$ cat src/rtl/muldiv_pkg.sv
// Shared RV32M multiply/divide definitions: funct3/funct7 encodings, sequencer
// states and the operand-signedness rules used at capture.
package muldiv_pkg;

  localparam logic [2:0] F3_MUL    = 3'b000;
  localparam logic [2:0] F3_MULH   = 3'b001;
  localparam logic [2:0] F3_MULHSU = 3'b010;
  localparam logic [2:0] F3_MULHU  = 3'b011;
  localparam logic [2:0] F3_DIV    = 3'b100;
  localparam logic [2:0] F3_DIVU   = 3'b101;
  localparam logic [2:0] F3_REM    = 3'b110;
  localparam logic [2:0] F3_REMU   = 3'b111;

  // R-type funct7 that routes an instruction to this unit instead of the ALU
  localparam logic [6:0] FUNCT7_MULDIV = 7'b0000001;

  typedef enum logic [1:0] {IDLE, CALC, DONE} state_t;

  function automatic logic a_is_signed(input logic [2:0] f);
    return f inside {F3_MUL, F3_MULH, F3_MULHSU, F3_DIV, F3_REM};
  endfunction

  function automatic logic b_is_signed(input logic [2:0] f);
    return f inside {F3_MUL, F3_MULH, F3_DIV, F3_REM};
  endfunction

endpackage

$ cat src/rtl/muldiv_unit.sv
// Iterative RV32M multiply/divide: one radix-2 shift-add or restoring
// shift-subtract step per cycle on operand magnitudes, signs fixed at the end.
module muldiv_unit
  import muldiv_pkg::*;
#(
  parameter int WIDTH = 32
) (
  input  logic             clk,
  input  logic             reset,
  input  logic             start,
  input  logic [2:0]       funct3,
  input  logic [WIDTH-1:0] a,
  input  logic [WIDTH-1:0] b,
  input  logic             kill,
  output logic             busy,
  output logic             done,
  output logic [WIDTH-1:0] result
);

  localparam int CW = $clog2(WIDTH) + 1;
  localparam logic [CW-1:0]    LAST    = CW'(WIDTH);
  localparam logic [WIDTH-1:0] MOST_NEG = {1'b1, {(WIDTH-1){1'b0}}};

  state_t           state;
  logic [CW-1:0]    count;
  logic [2:0]       op;
  logic             neg_a, neg_b, div_zero, div_ovf;
  // hi:lo is the product register for multiply, remainder:quotient for divide;
  // d holds the multiplicand or divisor magnitude.
  logic [WIDTH-1:0] hi, lo, d;

  // Capture-side decode
  logic             in_neg_a, in_neg_b, in_is_div;
  logic [WIDTH-1:0] a_mag, b_mag;

  always_comb begin
    in_is_div = funct3[2];
    in_neg_a  = a_is_signed(funct3) & a[WIDTH-1];
    in_neg_b  = b_is_signed(funct3) & b[WIDTH-1];
    a_mag     = in_neg_a ? -a : a;
    b_mag     = in_neg_b ? -b : b;
  end

  // One iteration of each algorithm
  logic [WIDTH:0] sum, shifted, diff;

  always_comb begin
    sum     = {1'b0, hi} + {1'b0, (lo[0] ? d : '0)};
    shifted = {hi, lo[WIDTH-1]};
    diff    = shifted - {1'b0, d};
  end

  // Sign fix and result selection from the final register contents
  logic [2*WIDTH-1:0] prod;
  logic [WIDTH-1:0]   quo, rem, final_res;

  always_comb begin
    prod = (neg_a ^ neg_b) ? -{hi, lo} : {hi, lo};
    quo  = (neg_a ^ neg_b) ? -lo : lo;
    rem  = neg_a ? -hi : hi;
    // b=0 leaves quotient all ones and remainder |a| in the registers; only
    // the sign fix has to be suppressed on the quotient.
    if (div_zero) quo = '1;
    if (div_ovf) begin
      quo = MOST_NEG;
      rem = '0;
    end
    unique case (op)
      F3_MUL:                       final_res = prod[WIDTH-1:0];
      F3_MULH, F3_MULHSU, F3_MULHU: final_res = prod[2*WIDTH-1:WIDTH];
      F3_DIV, F3_DIVU:              final_res = quo;
      default:                      final_res = rem;
    endcase
  end

  // NOTE: every register here, datapath included, is async-reset so a reset
  // mid-operation leaves no stale operand state visible to the next request.
  always_ff @(posedge clk or posedge reset) begin
    if (reset) begin
      state    <= IDLE;
      busy     <= 1'b0;
      done     <= 1'b0;
      result   <= '0;
      count    <= '0;
      op       <= '0;
      neg_a    <= 1'b0;
      neg_b    <= 1'b0;
      div_zero <= 1'b0;
      div_ovf  <= 1'b0;
      hi       <= '0;
      lo       <= '0;
      d        <= '0;
    end else begin
      // NOTE: non-blocking throughout, so every read below sees the
      // pre-edge value regardless of statement order.
      done <= 1'b0;
      unique case (state)
        IDLE: begin
          if (start && !kill) begin
            op       <= funct3;
            neg_a    <= in_neg_a;
            neg_b    <= in_neg_b;
            div_zero <= in_is_div && (b == '0);
            div_ovf  <= in_is_div && !funct3[0] && (a == MOST_NEG) && (b == '1);
            hi       <= '0;
            lo       <= in_is_div ? a_mag : b_mag;
            d        <= in_is_div ? b_mag : a_mag;
            count    <= '0;
            busy     <= 1'b1;
            state    <= CALC;
          end
        end
        CALC: begin
          if (kill) begin
            busy  <= 1'b0;
            state <= IDLE;
          end else if (count == LAST) begin
            result <= final_res;
            done   <= 1'b1;
            busy   <= 1'b0;
            state  <= DONE;
          end else begin
            count <= count + 1'b1;
            if (op[2]) begin
              if (!diff[WIDTH]) begin
                hi <= diff[WIDTH-1:0];
                lo <= {lo[WIDTH-2:0], 1'b1};
              end else begin
                hi <= shifted[WIDTH-1:0];
                lo <= {lo[WIDTH-2:0], 1'b0};
              end
            end else begin
              hi <= sum[WIDTH:1];
              lo <= {sum[0], lo[WIDTH-1:1]};
            end
          end
        end
        DONE:    state <= IDLE;
        default: state <= IDLE;
      endcase
    end
  end

endmodule

$ cat config.mk
export PLATFORM = sky130hd
export DESIGN_NAME = muldiv_unit
export DESIGN_NICKNAME = d
export VERILOG_FILES = /design/src/rtl/muldiv_pkg.sv /design/src/rtl/muldiv_unit.sv
export SDC_FILE = /design/constraint.sdc
export NUM_CORES = 1
export LEC_CHECK = 0
export ABC_AREA = 1
export CORE_MARGIN = 2
export CORE_UTILIZATION = 34
export DETAILED_ROUTE_END_ITERATION = 16
export RECOVER_POWER = 50
export SYNTH_ARGS = -nofsm -noshare
export SYNTH_HDL_FRONTEND = slang
export SYNTH_SLANG_ARGS = --single-unit
$ cat constraint.sdc
create_clock -name clk -period 8.5 [get_ports clk]
set_clock_uncertainty 0.2 [all_clocks]
set_input_delay 0.85 -clock clk [delete_from_list [all_inputs] [get_ports clk]]
set_output_delay 0.85 -clock clk [all_outputs]
set_load 0.03 [all_outputs]
Word-level counts from Yosys, hierarchy flattened

Index checks and enable logic that the tools add are counted.

Register bits: 145
Bits of input ports: 71
Output and inout port bits: 34
Logic and storage cells: 102

$add $sub $neg: 8
Equal/unequal tests: 17
Multiplexer cells: 39
Bitwise gates (word level): 4
Reductions and logical operators: 21

Operator list:

| operator               | number |
|---|---|
| $mux W32               | 19 |
| $neg A32 Y32           | 4 |
| $pmux W32 S2           | 2 |
| $pmux W32 S3           | 1 |
| $eq A32 B32 Y1 const B | 2 |
| $mux W64               | 1 |
| $neg A64 Y64           | 1 |
| $add A32 B32 Y33       | 1 |
| $sub A33 B32 Y33       | 1 |
| $logic_not A32 Y1      | 1 |
| $mux W6                | 3 |
| $eq A3 B3 Y1 const B   | 4 |
| $pmux W6 S2            | 1 |
| $eq A3 B2 Y1 const B   | 3 |
| $mux W1                | 7 |
| $add A6 B1 Y6 const B  | 1 |
| $eq A3 B1 Y1 const B   | 2 |
| $eq A6 B6 Y1 const B   | 1 |
| $logic_not A3 Y1       | 2 |
| $mux W2                | 3 |
| $ne A2 B2 Y1 const B   | 3 |
| $reduce_and A3 Y1      | 2 |
| $logic_and A1 B1 Y1    | 5 |
| $reduce_bool A5 Y1     | 1 |
| 15 further kinds       | 18 |

Depth between registers and ports, before layout

Gate-level depths: netlist of run 1.

Depth in word-level cells: 7
Gate-level depth with buffers: 21
Mapped depth without buffers: 20

Least setup slack after synthesis of run 1

OpenSTA, ideal clock, no wires.

Path kind: flip-flop to flip-flop
Start: register lo[31]
End: register hi[4]
Setup time: 0.121 ns
Data arrival time: 2.334 ns
Setup slack: 5.845 ns
Stages on the path, launching flop included: 19
Buffers on the path: 1
Clock period less this slack: 2.655 ns
Cells stage by stage: dfrtp_1 > clkinv_1 > ha_1 > fa_1 > inv_1 > nand3_1 > nand2_1 > nand2_1 > nand2_2 > nand2_1 > nand2_2 > nand2_2 > nand2_2 > nand2_2 > nand2_4 > buf_6 > nor2_1 > o21bai_1 > nand2_1

Cells in the longest elaborated chain, start to end: 6

RTL lines:

| what                     | line               | text |
|---|---|---|
| start: declaration       | muldiv_unit.sv:30  | `logic [WIDTH-1:0] hi, lo, d;` |
| start signal: assignment | muldiv_unit.sv:106 | `lo <= in_is_div ? a_mag : b_mag;` |
| start signal: assignment | muldiv_unit.sv:127 | `lo <= {lo[WIDTH-2:0], 1'b1};` |
| start signal: assignment | muldiv_unit.sv:130 | `lo <= {lo[WIDTH-2:0], 1'b0};` |
| $sub A33 B32 Y33         | muldiv_unit.sv:50  | `diff = shifted - {1'b0, d};` |
| $mux W32                 | muldiv_unit.sv:125 | `if (!diff[WIDTH]) begin` |
| $mux W32                 | muldiv_unit.sv:124 | `if (op[2]) begin` |
| $mux W32                 | muldiv_unit.sv:117 | `end else if (count == LAST) begin` |
| $mux W32                 | muldiv_unit.sv:114 | `if (kill) begin` |
| $pmux W32 S2             | muldiv_unit.sv:97  | `unique case (state)` |
| end signal: assignment   | muldiv_unit.sv:126 | `hi <= diff[WIDTH-1:0];` |
| end signal: assignment   | muldiv_unit.sv:129 | `hi <= shifted[WIDTH-1:0];` |
| end signal: assignment   | muldiv_unit.sv:133 | `hi <= sum[WIDTH:1];` |
| end: declaration         | muldiv_unit.sv:30  |  |

Every way passes these cells. The select of a mux whose other input is x is not followed.
A chain may end at the register's enable or synchronous reset.

Worst setup path after layout of run 1

Start: input kill
End: register lo[21]

Cells in the longest elaborated chain, start to end: 4
Elaborated cells on any way between the ends: 5

RTL lines:

| what                                   | line              | text |
|---|---|---|
| start: declaration                     | muldiv_unit.sv:14 | `input logic kill,` |
| $logic_not A1 Y1                       | muldiv_unit.sv:99 | `if (start && !kill) begin` |
| $logic_and A1 B1 Y1                    | muldiv_unit.sv:99 |  |
| $ne A2 B2 Y1 (no source line)          | n/a               |  |
| $reduce_and A4 Y1 (no source line) (*) | n/a               |  |

Mark *: on every way between the ends. The rest lies on a longest branch, timed or not.

==> results of run 1 <==
-- power by group --
group          internal [mW]  switching, mW
Sequential             0.854          0.405
Clock                  0.393          0.377
Combinational           1.20           2.70
-- synthesized netlist by cell type, types with 3 or more instances --
cell      instances  area (µm²)
a31oi_1           7       43.79
o221ai_1          8       70.07
buf_1             8       30.03
nor2_2            7       43.79
buf_2            31       155.2
clkbuf_1         49       183.9
nand2_2          10       62.56
nor3_1           29       145.1
inv_1           455        1708
a22oi_1          12       90.09
ha_1             71       888.4
inv_2            14       52.55
nand2_1        1025        3847
nor4_1            8       50.05
nand3_1         355        1777
o21ai_1          14       70.07
o31ai_1           3       22.52
o21ai_0         156       780.8
or2_2            31       193.9
buf_4             7       52.55
dfrtp_1         145        3628
nor2_1          390        1464
o21bai_1         16       120.1
nand4_1          53       331.6
o211ai_1         37       277.8
nand3b_1         26       195.2
nor2_4            3       33.78
xor2_1           57       499.2
nor3_2            3       30.03
a21oi_1         160       800.8
xnor2_1          17       148.9
-- sequential cells by signal (all words and copies together) (netlist names), 2 cells and up --
register,flops
op,3
hi,32
result,32
lo,32
d,32
state,2
count,6
-- worst min-delay path, stage by stage (launching register included) --
cell and delay (ns):
dfrtp_1 0.34, o21ai_0 0.08, inv_1 0.05
-- final cells by class --
type	instances	area [µm²]	share of cell area (%)
multi-input combinational	2519	12200	60.39
sequential	145	3630	17.96
inverter	471	1769	8.755
timing repair buffer	120	1155	5.715
tap	688	860.8	4.260
clock buffer	17	425.4	2.105
clock inverter	15	165.2	0.8173
-- kinds of logic after synthesis --
kind of cell	after synthesis
AOI/OAI and AO/OA	426
xor gates and xnor gates	74
adders and majority gates	73
buffers and inverters	568
DFF	145
and+or+nand+nor	1946
-- how the worst max path moves through the flow --
stage	startpoint	end	slack (ns)	cells after the start
2_1_floorplan	reset	busy$_DFFE_PP0P_	3.56	1
3_3_place_gp	kill	lo[0]$_DFFE_PP0P_	4.21	8
3_5_place_dp	kill	lo[0]$_DFFE_PP0P_	4.16	8
4_1_cts	state[0]$_DFFE_PP0P_	lo[21]$_DFFE_PP0P_	4.60	9
5_1_grt	kill	lo[29]$_DFFE_PP0P_	2.32	8
6_report	kill	lo[21]$_DFFE_PP0P_	2.59	8
-- metrics by stage --
step | hold WS, ns | cells | power, mW | setup slack (ns)
6_report | 0.3072 | 3975 | 5.932 | 2.592
4_1_cts | 0.3151 | 3975 | 5.837 | 4.601
3_3_place_gp | 0.2920 | 3943 | 5.051 | 4.208
2_1_floorplan | 0.2753 | 3232 | 3.883 | 3.555
5_1_grt | 0.3183 | 3975 | 6.431 | 2.318
3_5_place_dp | 0.2930 | 3943 | 5.045 | 4.164
-- per-layer routing --
layer	GRT usage (%)	routed length (µm)	vias up
li1	-	-	10460
met1	39.28	34170	9623
met2	41.25	32110	972
met3	3.052	5858	133
met4	11.07	3113	0
met5	0	0	-
==> run summary, run 1 <==
Post-Synth Adder-Cell Area = 5.147%
Total Neg Setup Slack = 0 ns
Yosys warning count = 0
drt via density = 5.330
post-cts sizing count = 0
Die Y = 234.3 µm
largest family of logic cells by synthesized area = simple AND/OR/NAND/NOR gates
CTS tree = done
H-Tree Depth = 4
Final Cycle Share = 69.51%
boundary pin count = 105
share of cells above drive strength 1 = 3.803%
CTS root buffer = clkbuf_16
initial antenna violation count = 0
antenna cell count = 0
worst skew pair latency = 0.47 ns
Post-DP Area = 19,640 µm²
Worst path max stage delay = 1.50 ns
Die ar. = 54,910 µm²
CP required = 8.59 ns
failing checks = max-capacitance violations, max-slew violations
final instance area = 20,210 µm²
Lkg Pwr = 10.35 nW
DRC viols = 0
Tot GR Track Use = 27.27%
routed via count = 21,190
cell row count = 84
synthesis-to-finish area growth = 12.03%
min Tclk post-route = 5.908 ns
worst reg2reg startpoint = state[0]$_DFFE_PP0P_
worst setup path category = primary input to register
Gate Count Post-Synth = 3,232
post-synthesis xor/xnor area fraction = 3.593%
Post-synth EDFFs = 0
crit path capture type = register
layout filler cell count = 5,915
Final Max Tran Viols = 221
routed wire length = 75,250 µm
clock sinks = 145
Critical Path Fanout Max = 63
Final HPWL DP = 59,870 µm
critical path buffer and inverter count = 4
Post-Syn Area per Cell = 5.581 µm²
mux share of post-synthesis cell area = 0%
Synth Flop Type = dfrtp_1
register area share after synthesis = 20.12%
Longest Clk Path Bufs = 2
DRT iter0 DRCs = 2,437
worst hold endpoint = result[9]$_DFFE_PP0P_
mapped cell area = 18,040 µm²
Worst VDD drop = 0.0001950 V
Simple-Gate Fraction of Synth Area = 45.68%
Hold Path Depth = 2
asr flop ratio synth = 100.0%
Wirelength per Cell = 18.93 µm
clock transition at the registers of the reported paths = 0.07 ns
max cap viols = 4
most common cell after layout, fill and taps aside = nand2_1
worst reg-to-reg path cell count = 9
worst path cell trace = dlygate4sd3_1 -> nor4_4 -> clkbuf_1 -> inv_1 -> nand2_2 -> inv_2 -> nor2_1 -> a22oi_1
Synth Area in Compound Gates = 13.21%
unrepaired setup endpoints after global routing = false
Final setup viols = 0
largest net degree at the start of global routing = 79
Die Wd = 234.3 µm
CTS buffer count = 17
core area = 52,550 µm²
R2R setup slack = 2.96 ns
crit-path leading delay family = buffers and inverters
post-CTS setup buffers = 0
first-pass GRT wire length = 113,800 µm
Yosys reg bits = 145
IO Port Bufs = 104
min-delay src = result[9]$_DFFE_PP0P_
CP Launch Type = primary input
Initial Util = 34.33%
synthesized net count = 3,376
r2r endpoint = lo[21]$_DFFE_PP0P_
GRT overflow = 0
drt pass-1 iters = 7
Final Util = 38.45%
most frequent cells in the layout = nand2_1 (1,025), inv_1 (455), nor2_1 (390)
Post-CTS Hold Buffers = 0
routability cong. = 1.005
Worst-Margin Slew = 3.261 ns
final net count = 3,418
post-synth cell types = 47
Max Clk Rate = 169.3 MHz
Worst EP arrival = 6.00 ns
Critical Path Slowest Stage Cell = clkbuf_1
Slew headroom = -118.6%
vias in the first global route = 18,940
final hold vios = 0
outcome = finished, violations left
Hold Path Class = register to register
PD cells = 293.6 nW/µm²
Routed Antenna Nets = 0
(Power assumes the default switching activity.)
==> run 2: changes to the inputs <==
==> constraint.sdc (replaced) <==
create_clock -name clk -period 5.84 [get_ports clk]
set_clock_uncertainty 0.2 [all_clocks]
set_input_delay 0.584 -clock clk [delete_from_list [all_inputs] [get_ports clk]]
set_output_delay 0.584 -clock clk [all_outputs]
set_load 0.03 [all_outputs]
==> run summary, run 2 (same netlist as run 1, synthesis figures left out) <==
outcome = finished, violations left
failing checks = max-capacitance violations, max-slew violations
worst path cell trace = inv_1 -> nor2_4 -> inv_1 -> nor2_1 -> nand2_1 -> nand2_2 -> inv_2 -> a22oi_1 -> o21ai_1
DRT iter0 DRCs = 2,242
GRT overflow = 0
cell row count = 84
most frequent CP cell = inv_1
Place WS = 1.982 ns
most common cell after layout, fill and taps aside = nand2_1
core area = 52,550 µm²
max cap viols = 2
routed wire length = 75,300 µm
Critical Path Slowest Stage Cell = inv_1
CTS root buffer = clkbuf_16
IO Port Bufs = 104
Final setup viols = 0
layout filler cell count = 5,941
drt pass-1 iters = 7
Die ar. = 54,910 µm²
routed via count = 21,180
clock transition at the registers of the reported paths = 0.07 ns
worst setup path category = register to register
Final Util = 38.52%
critical path buffer and inverter count = 3
drt via density = 5.326
share of cells above drive strength 1 = 3.831%
Critical Path Fanout Max = 63
crit path capture type = register
H-Tree Depth = 4
Final Max Tran Viols = 83
Hold Path Class = register to register
Worst VDD drop = 0.0002925 V
Routed Antenna Nets = 0
clock sinks = 145
routability cong. = 1.029
min Tclk post-route = 4.344 ns
Worst EP arrival = 4.48 ns
Wirelength per Cell = 18.93 µm
crit-path leading delay family = simple AND/OR/NAND/NOR gates
Initial Util = 34.33%
post-CTS setup buffers = 0
met3 WL post-DR = 6616 µm
Setup WS post-layout = 1.496 ns
met2 wire length = 31,580 µm
unrepaired setup endpoints after global routing = false
Final HPWL DP = 60,230 µm
antenna cell count = 0
Max Clk Rate = 230.2 MHz
CP Launch Type = register
most frequent cells in the layout = nand2_1 (1,025), inv_1 (455), nor2_1 (389)
Total Neg Setup Slack = 0 ns
worst skew pair latency = 0.47 ns
CTS tree = done
max layer used = met5
post-cts sizing count = 0
Die Y = 234.3 µm
CTS buffer count = 17
Final Cycle Share = 74.38%
synthesis-to-finish area growth = 12.21%
Tot GR Track Use = 27.23%
Worst path max stage delay = 0.75 ns
met1 wire length = 32,870 µm
boundary pin count = 105
Power, Total = 8.640 mW
DRC viols = 0
vias in the first global route = 18,990
final hold vios = 0
final net count = 3,420
PD cells = 426.9 nW/µm²
initial antenna violation count = 1
Longest Clk Path Bufs = 2
Post-CTS Hold Buffers = 0
Slew headroom = -46.75%
first-pass GRT wire length = 113,200 µm
Worst-Margin Slew = 2.201 ns
CP required = 5.98 ns
largest net degree at the start of global routing = 109
Lkg Pwr = 10.35 nW
Die Wd = 234.3 µm
run 2: metal layers:
metal	up-vias	global-route usage, %
li1	10450	-
met5	-	0
met4	2	14.09
met1	9522	37.58
met3	175	4.463
met2	1032	40.68
run 2: path summary, 6_finish.rpt:
check,startpoint,end,slack (ns),cells after the start
max in group asynchronous,reset,hi[27]$_DFFE_PP0P_,2.10,3
hold / removal,result[9]$_DFFE_PP0P_,result[9]$_DFFE_PP0P_,0.31,2
setup reg to reg,state[0]$_DFFE_PP0P_,lo[0]$_DFFE_PP0P_,1.50,9
setup / recovery,state[0]$_DFFE_PP0P_,lo[0]$_DFFE_PP0P_,1.50,9
min in group asynchronous,reset,result[4]$_DFFE_PP0P_,0.65,2
hold reg to reg,result[9]$_DFFE_PP0P_,result[9]$_DFFE_PP0P_,0.31,2
run 2: area by class of cell:
type	instances	area (µm²)	share of cell area, %
multi-input combinational	2519	12210	60.33
sequential	145	3630	17.93
inverter	471	1773	8.759
timing repair buffer	122	1194	5.897
clock inverter	14	143.9	0.7109
tap	688	860.8	4.253
clock buffer	18	429.2	2.120
run 2: worst register-to-register path: stages, from the launching register on:
cell and delay (ns):
dfrtp_1 0.39, inv_1 0.08, nor2_4 0.41, inv_1 0.76, nor2_1 0.30, nand2_1 0.29
nand2_2 0.69, inv_2 0.67, a22oi_1 0.34, o21ai_1 0.10
run 2: report_power, final:
| group | internal [mW] | switching (mW) | leakage [nW] |
|---|---|---|---|
| combinational | 1.76 | 3.93 | 8.30 |
| clock | 0.601 | 0.521 | 0.274 |
| sequential | 1.24 | 0.581 | 1.78 |
| total | 3.60 | 5.04 | 10.4 |
run 2: per-stage QoR:
stage	std cells	cell area, µm²	hold WS [ns]
2_1_floorplan	3232	18040	0.2753
3_3_place_gp	3945	19680	0.2942
3_5_place_dp	3945	19680	0.2967
4_1_cts	3977	20250	0.3131
5_1_grt	3977	20240	0.3364
6_report	3977	20240	0.3055
==> run 3: changes to the inputs <==
==> constraint.sdc (replaced) <==
create_clock -name clk -period 3.5 [get_ports clk]
set_clock_uncertainty 0.2 [all_clocks]
set_input_delay 0.35 -clock clk [delete_from_list [all_inputs] [get_ports clk]]
set_output_delay 0.35 -clock clk [all_outputs]
set_load 0.03 [all_outputs]
==> run summary, run 3 (same netlist as run 1, synthesis figures left out) <==
CP Launch Type = register
CTS buffer count = 17
Critical Path Fanout Max = 43
DRC viols = 0
vias in the first global route = 19,120
Die Wd = 234.3 µm
Initial Util = 34.33%
Post-CTS Hold Buffers = 0
synthesis-to-finish area growth = 14.25%
DRT iter0 DRCs = 2,539
final std cells w/o fill = 4,021
boundary pin count = 105
Max Clk Rate = 299.4 MHz
Die ar. = 54,910 µm²
Total Neg Setup Slack = 0 ns
R2R setup slack = 0.16 ns
worst setup path category = register to register
H-Tree Depth = 4
Tot GR Track Use = 27.39%
Lkg Pwr = 10.60 nW
share of cells above drive strength 1 = 5.041%
antenna cell count = 0
Worst-Margin Slew = 2.162 ns
clock transition at the registers of the reported paths = 0.08 ns
post-cts sizing count = 0
Die Y = 234.3 µm
Final HPWL DP = 61,180 µm
routability cong. = 1.022
max cap viols = 3
GRT overflow = 0
failing checks = max-capacitance violations, max-slew violations
Wirelength per Cell = 18.64 µm
unrepaired setup endpoints after global routing = false
Worst EP arrival = 3.50 ns
final net count = 3,464
first-pass GRT wire length = 114,400 µm
Longest Clk Path Bufs = 2
cell row count = 84
DP Cell Count = 3,989
Hold Slack = 0.3028 ns
drt via density = 5.262
outcome = finished, violations left
r2r endpoint = neg_a$_DFFE_PP0P_
routed via count = 21,160
most frequent cells in the layout = nand2_1 (1,025), inv_1 (454), nor2_1 (389)
CTS tree = done
post-CTS setup buffers = 0
Final setup viols = 0
worst skew pair latency = 0.47 ns
Final Max Tran Viols = 117
crit path capture type = register
Hold Path Class = primary input to async pin
core area = 52,550 µm²
worst reg2reg startpoint = state[1]$_DFFE_PP0P_
Routed Antenna Nets = 0
Slew headroom = -44.11%
min Tclk post-route = 3.340 ns
CP required = 3.66 ns
final hold vios = 0
CTS root buffer = clkbuf_16
worst reg-to-reg path cell count = 4
clock sinks = 145
PD cells = 718.9 nW/µm²
largest net degree at the start of global routing = 71
routed wire length = 74,960 µm
Final Cycle Share = 95.43%
drt pass-1 iters = 6
most common cell after layout, fill and taps aside = nand2_1
initial antenna violation count = 0
IO Port Bufs = 104
Worst VDD drop = 0.0004824 V
-- run 3: changes by cell type in the layout (fill, tap and decap cells not counted), sizes merged --
cell | before | now
dlymetal6s4s | 0 | 1
clkdlybuf4s50 | 74 | 93
clkbuf | 20 | 21
dlygate4sd3 | 30 | 11
inv | 478 | 476
clkinv | 3 | 6
dlymetal6s2s | 0 | 1
buf | 16 | 56
-- run 3: metrics by stage --
| stage | util [%] | power [mW] | area, µm² | worst slack (ns) |
|---|---|---|---|---|
| finish | 39.22 | 14.81 | 20610 | 0.1599 |
| global route | 39.22 | 16.03 | 20610 | 0.05753 |
| CTS | 39.33 | 14.58 | 20670 | 0.3406 |
| detailed placement | 38.16 | 12.55 | 20050 | 0.3546 |
| global placement | 38.16 | 12.57 | 20050 | 0.4230 |
| floorplan | - | 9.430 | 18040 | 0.8449 |
-- run 3: worst max path at each step --
stage                                     from                     end  slack (ns)
after CTS                    op[2]$_DFFE_PP0P_  result[24]$_DFFE_PP0P_        0.34
after floorplan             lo[31]$_DFFE_PP0P_       hi[4]$_DFFE_PP0P_        0.84
after global routing      state[1]$_DFFE_PP0P_       neg_a$_DFFE_PP0P_        0.06
after detailed placement     op[2]$_DFFE_PP0P_  result[24]$_DFFE_PP0P_        0.35
final                     state[1]$_DFFE_PP0P_       neg_a$_DFFE_PP0P_        0.16
after global placement       op[2]$_DFFE_PP0P_  result[24]$_DFFE_PP0P_        0.42
-- run 3: critical path, stage by stage (launching register included) --
cell	delay, ns
dfrtp_1	0.41
nor4_1	0.35
clkbuf_1	1.58
nand2_1	0.44
o21ai_0	0.22
-- run 3: area by class of cell --
cell class | count | area [µm²]
fillers | 5948 | 31940
flip-flops and latches | 145 | 3630
well taps | 688 | 860.8
repair buffers | 166 | 1540
inverters | 471 | 1769
clock buffers | 17 | 425.4
multi-input cells | 2519 | 12200
clock inverters | 15 | 187.7
-- run 3: layer usage --
layer | vias up | part of all wire [%] | track usage (%)
met1 | 9592 | 45 | 38.72
met4 | 0 | 4.1 | 11.24
met2 | 931 | 42 | 40.58
met5 | - | 0 | 0
met3 | 115 | 8.6 | 5.277
li1 | 10520 | - | -
-- run 3: report_power, final --
group	switching, mW	internal, mW	total (mW)
Sequential	0.557	2.08	2.64
Clock	0.939	1.03	1.97
Combinational	7.08	3.13	10.2
